### config.mk
export PLATFORM = sky130hd
export DESIGN_NAME = ex_muldiv
export DESIGN_NICKNAME = d
export VERILOG_FILES = /design/src/rtl/ex_muldiv.sv
export SDC_FILE = /design/constraint.sdc
export NUM_CORES = 1
export LEC_CHECK = 0
export ABC_AREA = 1
export BUFFER_PORTS_ARGS = -buffer_cell sky130_fd_sc_hd__buf_2
export CAP_MARGIN = 0
export CORE_MARGIN = 2
export CORE_UTILIZATION = 50
export CTS_BUF_LIST = sky130_fd_sc_hd__clkbuf_4 sky130_fd_sc_hd__clkbuf_8 sky130_fd_sc_hd__clkbuf_16
export DETAILED_ROUTE_END_ITERATION = 10
export GPL_ROUTABILITY_DRIVEN = 0
export PLACE_DENSITY = 0.79
export SLEW_MARGIN = 10
export SYNTH_ARGS = -nofsm -noshare
export SYNTH_HDL_FRONTEND = slang
export SYNTH_SLANG_ARGS = --single-unit
### constraint.sdc
create_clock -name clk -period 9.6 [get_ports clk]
set_clock_uncertainty 0.15 [all_clocks]
set_input_delay 1.92 -clock clk [delete_from_list [all_inputs] [get_ports clk]]
set_output_delay 1.92 -clock clk [all_outputs]
set_load 0.05 [all_outputs]
### src/rtl/ex_muldiv.sv
// Iterative RV32M/RV64M-style multiply/divide unit: restoring divide, shift-add multiply.
// Define MULDIV_FAST_MUL_EN to replace the iterative multiply with a single-cycle combinational one.
module ex_muldiv #(
   parameter int unsigned XLEN    = 32,
   parameter int unsigned RADDR_W = 5
) (
   input  logic               clk,
   input  logic               rst,
   input  logic               start_i,
   input  logic [2:0]         funct3_i,
   input  logic [XLEN-1:0]    op1_i,
   input  logic [XLEN-1:0]    op2_i,
   input  logic [RADDR_W-1:0] rd_addr_i,
   input  logic               flush_i,
   output logic               busy_o,
   output logic               done_o,
   output logic [XLEN-1:0]    result_o,
   output logic [RADDR_W-1:0] rd_addr_o
);

   localparam int unsigned CNT_W = $clog2(XLEN);

   typedef enum logic [1:0] {S_IDLE, S_CALC, S_DONE} state_t;

   state_t             r_state;
   logic [CNT_W-1:0]   r_cnt;
   logic [2:0]         r_f3;
   logic               r_neg1;
   logic               r_neg2;
   logic [RADDR_W-1:0] r_rd;
   logic [XLEN-1:0]    r_a;
   logic [XLEN-1:0]    r_hi;
   logic [XLEN-1:0]    r_lo;
   logic [XLEN-1:0]    r_result;
   logic [RADDR_W-1:0] r_rd_out;

   logic               w_sgn1;
   logic               w_sgn2;
   logic               w_neg1;
   logic               w_neg2;
   logic [XLEN-1:0]    w_mag1;
   logic [XLEN-1:0]    w_mag2;
   logic               w_div0;
   logic               w_ovf;
   logic [XLEN-1:0]    w_special;
   logic [XLEN:0]      w_shift;
   logic [XLEN:0]      w_diff;
   logic [XLEN:0]      w_sum;
   logic [XLEN-1:0]    w_hi_nx;
   logic [XLEN-1:0]    w_lo_nx;
   logic [2*XLEN-1:0]  w_prod;
   logic [2*XLEN-1:0]  w_prod_s;
   logic [XLEN-1:0]    w_quo;
   logic [XLEN-1:0]    w_rem;
   logic [XLEN-1:0]    w_calc_res;

   // Operand decode at issue: sign handling and the two short-circuit divide cases
   always_comb begin
      w_sgn1 = (funct3_i == 3'b001) || (funct3_i == 3'b010) ||
               (funct3_i == 3'b100) || (funct3_i == 3'b110);
      w_sgn2 = (funct3_i == 3'b001) || (funct3_i == 3'b100) || (funct3_i == 3'b110);
      w_neg1 = w_sgn1 & op1_i[XLEN-1];
      w_neg2 = w_sgn2 & op2_i[XLEN-1];
      w_mag1 = w_neg1 ? (~op1_i + XLEN'(1)) : op1_i;
      w_mag2 = w_neg2 ? (~op2_i + XLEN'(1)) : op2_i;
      w_div0 = funct3_i[2] && (op2_i == '0);
      w_ovf  = funct3_i[2] && !funct3_i[0] && (op2_i == '1) &&
               (op1_i == {1'b1, {(XLEN-1){1'b0}}});
      if (w_div0)
         w_special = funct3_i[1] ? op1_i : '1;
      else
         w_special = funct3_i[1] ? '0 : op1_i;
   end

`ifdef MULDIV_FAST_MUL_EN
   logic [2*XLEN-1:0] w_fprod;
   logic [2*XLEN-1:0] w_fprod_s;
   logic [XLEN-1:0]   w_fast_res;

   always_comb begin
      w_fprod    = {{XLEN{1'b0}}, w_mag1} * {{XLEN{1'b0}}, w_mag2};
      w_fprod_s  = (w_neg1 ^ w_neg2) ? (~w_fprod + (2*XLEN)'(1)) : w_fprod;
      w_fast_res = (funct3_i == 3'b000) ? w_fprod_s[XLEN-1:0] : w_fprod_s[2*XLEN-1:XLEN];
   end
`endif

   // {r_hi, r_lo} is one shift register: remainder/quotient for divide, product/multiplier for multiply
   always_comb begin
      w_shift = {r_hi, r_lo[XLEN-1]};
      w_diff  = w_shift - {1'b0, r_a};
      w_sum   = {1'b0, r_hi} + (r_lo[0] ? {1'b0, r_a} : '0);
      if (r_f3[2]) begin
         if (!w_diff[XLEN]) begin
            w_hi_nx = w_diff[XLEN-1:0];
            w_lo_nx = {r_lo[XLEN-2:0], 1'b1};
         end else begin
            w_hi_nx = w_shift[XLEN-1:0];
            w_lo_nx = {r_lo[XLEN-2:0], 1'b0};
         end
      end else begin
         w_hi_nx = w_sum[XLEN:1];
         w_lo_nx = {w_sum[0], r_lo[XLEN-1:1]};
      end
      w_prod   = {w_hi_nx, w_lo_nx};
      w_prod_s = (r_neg1 ^ r_neg2) ? (~w_prod + (2*XLEN)'(1)) : w_prod;
      w_quo    = (r_neg1 ^ r_neg2) ? (~w_lo_nx + XLEN'(1)) : w_lo_nx;
      w_rem    = r_neg1 ? (~w_hi_nx + XLEN'(1)) : w_hi_nx;
      case (r_f3)
         3'b000:          w_calc_res = w_prod_s[XLEN-1:0];
         3'b100, 3'b101:  w_calc_res = w_quo;
         3'b110, 3'b111:  w_calc_res = w_rem;
         default:         w_calc_res = w_prod_s[2*XLEN-1:XLEN];
      endcase
   end

   always_ff @(posedge clk) begin
      if (rst) begin
         r_state  <= S_IDLE;
         r_cnt    <= '0;
         r_f3     <= '0;
         r_neg1   <= 1'b0;
         r_neg2   <= 1'b0;
         r_rd     <= '0;
         r_a      <= '0;
         r_hi     <= '0;
         r_lo     <= '0;
         r_result <= '0;
         r_rd_out <= '0;
      end else if (flush_i) begin
         r_state <= S_IDLE;
         r_cnt   <= '0;
      end else begin
         case (r_state)
            S_IDLE: begin
               if (start_i) begin
                  r_f3   <= funct3_i;
                  r_neg1 <= w_neg1;
                  r_neg2 <= w_neg2;
                  r_rd   <= rd_addr_i;
                  r_cnt  <= '0;
                  r_hi   <= '0;
                  r_a    <= funct3_i[2] ? w_mag2 : w_mag1;
                  r_lo   <= funct3_i[2] ? w_mag1 : w_mag2;
                  if (w_div0 || w_ovf) begin
                     r_result <= w_special;
                     r_rd_out <= rd_addr_i;
                     r_state  <= S_DONE;
                  end
`ifdef MULDIV_FAST_MUL_EN
                  else if (!funct3_i[2]) begin
                     r_result <= w_fast_res;
                     r_rd_out <= rd_addr_i;
                     r_state  <= S_DONE;
                  end
`endif
                  else begin
                     r_state <= S_CALC;
                  end
               end
            end
            S_CALC: begin
               r_hi  <= w_hi_nx;
               r_lo  <= w_lo_nx;
               r_cnt <= r_cnt + CNT_W'(1);
               if (r_cnt == CNT_W'(XLEN-1)) begin
                  r_cnt    <= '0;
                  r_result <= w_calc_res;
                  r_rd_out <= r_rd;
                  r_state  <= S_DONE;
               end
            end
            S_DONE:  r_state <= S_IDLE;
            default: r_state <= S_IDLE;
         endcase
      end
   end

   assign busy_o    = (r_state != S_IDLE);
   assign done_o    = (r_state == S_DONE);
   assign result_o  = r_result;
   assign rd_addr_o = r_rd_out;

endmodule

==> metrics.cfg <==
[status]
status = complete, no violations

[synthesis]
synth_common_cells = nand2_1, inv_1, nor2_1
biggest_area_consumer_among_synthesized_cells = nand2_1
count_of_flip_flops_with_a_built_in_enable_after_synthesis = 0
netlist.area_leader.share = 0.1973
synth_seq_cells = 150
syn-instance-count = 3172
synth_fa_ha_area_frac = 0.05342
synth_area_um2 = 17750
synthesis.yosys.warnings = 0
ys_dominant_reg_cell = dfxtp_1
yosysUniqueCellTypes = 61
synth_fp_nets = 3321
most_used_standard_cell_by_instance_count_after_synthesis = nand2_1
yosys.area_share.xor_xnor = 0.04983
synthMuxAreaShare = 0.001128
seq_area_frac_synth = 0.1691
syn_area_per_cell_um2 = 5.597
ys_top_cells_by_area = nand2_1, dfxtp_1, inv_1
yosys.area_share.simple = 0.4021
synth_compound_area_frac = 0.2027
main_combinational_cell_family_by_area_after_synthesis = simple AND/OR/NAND/NOR gates
async_reset_ff_frac = 0

[floorplan]
pin_count = 115
fp.coreArea_um2 = 35220
rows = 69
fp.dieArea_um2 = 37030
die_h_um = 192.4
start_util = 0.5040
die_x_um = 192.4

[cells_and_area]
final_nets = 3345
area.sequential_um2 = 3004
stdcell_area_um2 = 19050
multi_input_comb_area_um2 = 12600
fill_cells = 3667
ratio_of_cells_with_drive_above_1_in_the_final_layout = 0.09411
area_growth_pct = 7.295
antennaDiodeCount = 0

[worst_setup_path]
slowest_delay_ps = 960
worst_setup_path_end_kind = flip-flop
timing.critical_path.slowest_stage_cell = clkinv_1
cpLargestDelayFamily = buffers and inverters
cp_max_fo = 46
crit_path_required_time_ps = 9770
worstSetupPathType = in -> reg
path_buf_inv = 4
timing.critical_path.arrival_ps = 5920
start_kind = input pin
cp_cell_sequence = buf_2 -> inv_1 -> nor2_1 -> nand4_1 -> nor4_1 -> nand3_1 -> nor2_1 -> nor3_1 -> nand2_1 -> nand3_1 -> buf_4 -> clkinv_1 -> o21ai_0 -> a21oi_1

[timing]
max_clock_freq_ghz = 0.1741
layout_min_cycle_time_ps = 5743
final_max_slew_viol_count = 0
fin_hold_ws_ps = 319.5
timing.final.setup_violations = 0
rsz0062_at_grt = no
totalNegativeSetupSlack_ps = 0
slew-limit-headroom = 0.2026
timing_worst_slew_pin_value_ps = 1184
timing_hold_violations_final = 0
post_route_worst_setup_slack_ps = 3857
layout_worst_path_cycle_share = 0.5983

[clock_network]
cts_setup_buffers = 0
clk_latency_ps = 460
numClockSinks = 150
tritoncts.num_buffers = 17
cts-root-to-sink-buffers = 2
hold_buffers = 0
clock_pin_slew_reported_for_the_worst_setup_and_hold_paths_after_clock_tree_synthesis_ps = 70
cts.htree.levels = 4
root_buffer = clkbuf_16
cts_resized = 0
tritoncts = built

[global_routing]
grt_start_max_net_pins = 89
antenna_found_initial = 1
grt_pass1_wl_mm = 107.9
grt_overflow_total = 0
number_of_global_route_vias_before_repair = 19360
grt_util_all_layers = 0.3800

[pwr]
pwr_density_cell_nw_per_um2 = 124.8
leakagePower_nw = 9.713
vdd_ir_drop_max_v = 0.0001415
netSwitchingFraction = 0.4487
cellInternalPower_mw = 1.310
combinationalPowerShare = 0.418
power.share.clock = 0.298
power.share.sequential = 0.284
power_switching_mw = 1.066

[routing]
drt_iter0_markers = 3518
routedWlPerCell_um = 19.41
drt_drc_violations_left = 0
detailedRoute.firstPassIterationCount = 6
antenna_left = 0
routed_wl_mm = 71.22
drt-vias-per-instance = 5.965
via_count = 21890

[hold_path]
worstHoldPathType = reg -> reg

[placed_design]
post-place-ws_ps = 3648
detailedPlacementHpwl_mm = 55.23
io_buffers = 114
placed_cell_area_um2 = 18460

[job]
reported_max_cap_violation_count = 0

layer usage:
layer,routed length (um),up-vias,GRT usage
met1,26370,9537,0.4752
met5,11,-,0
li1,-,10350,-
met4,6771,2,0.2986
met2,28880,1592,0.5636
met3,9188,413,0.08365
logic make-up (layout without fill, tap and decap cells):
| logic type | count (synthesis) | in the layout |
|---|---|---|
| simple gates | 1661 | 1661 |
| compound gates | 640 | 640 |
| buf+inv | 543 | 580 |
| flops | 150 | 150 |
| xor+xnor | 101 | 101 |
| fa+ha+maj | 75 | 75 |
| mux | 2 | 2 |
area by class of cell:
class	count	share of cell area
timing repair buffer	134	0.03783
multi-input combinational	2479	0.6615
clock buffer	20	0.02417
clock inverter	12	0.006897
tap	461	0.03028
sequential	150	0.1577
inverter	414	0.08158
flip-flops by register name (all words and copies together), names as in the netlist:
register	cells
result_o	32
r_neg1	1
rd_addr_o	5
r_state	2
r_rd	5
r_f3	3
r_lo	32
r_neg2	1
r_hi	32
r_cnt	5
r_a	32
power by group through the flow:
stage | clock [mW] | combinational [mW] | sequential [mW]
floorplan | 0 | 0.682 | 0.690
global placement | 0 | 0.936 | 0.685
detailed placement | 0 | 0.942 | 0.686
CTS | 0.699 | 0.947 | 0.672
global route | 0.729 | 1.07 | 0.675
finish | 0.709 | 0.994 | 0.674
path summary, 6_finish.rpt:
kind / from / end / slack, ps / cells past startpoint
hold reg to reg: r_cnt[3] / r_cnt[3] / 320 / 2
setup / recovery: funct3_i[2] / result_o[12] / 3860 / 14
setup reg to reg: r_a[29] / result_o[22] / 4040 / 30
hold / removal: r_cnt[3] / r_cnt[3] / 320 / 2
cells in the final DEF (no fill, tap or decap), drive strengths merged, types with 3 or more instances in the layout:
master  instances
a21oi         251
nor4            5
o22ai           3
nor3           40
nand3         253
o211ai         45
nand4          34
dfxtp         150
nor2          310
or2            18
inv           418
o31ai           4
a22oi           9
o21ai         246
o21a            7
buf           134
o221ai          9
nand3b          8
xor2           82
ha             71
xnor2          19
a21o            4
nand2         989
o21bai         10
clkinv          7
a31oi          45
clkbuf         20
through the flow:
step / util / std cells / power (mW)
3_3_place_gp: 0.5240 / 3638 / 1.622
4_1_cts: 0.5408 / 3670 / 2.318
6_report: 0.5408 / 3670 / 2.376
2_1_floorplan: - / 3172 / 1.372
5_1_grt: 0.5408 / 3670 / 2.478
3_5_place_dp: 0.5240 / 3638 / 1.628
worst reg2reg max path: cells and delay by family (launching register included):
kind	cells	cell delay, ps
flops	1	450
compound gates	2	280
simple gates	22	3490
buf+inv	4	490
fa+ha+maj	2	600
(Power assumes the default switching activity.)
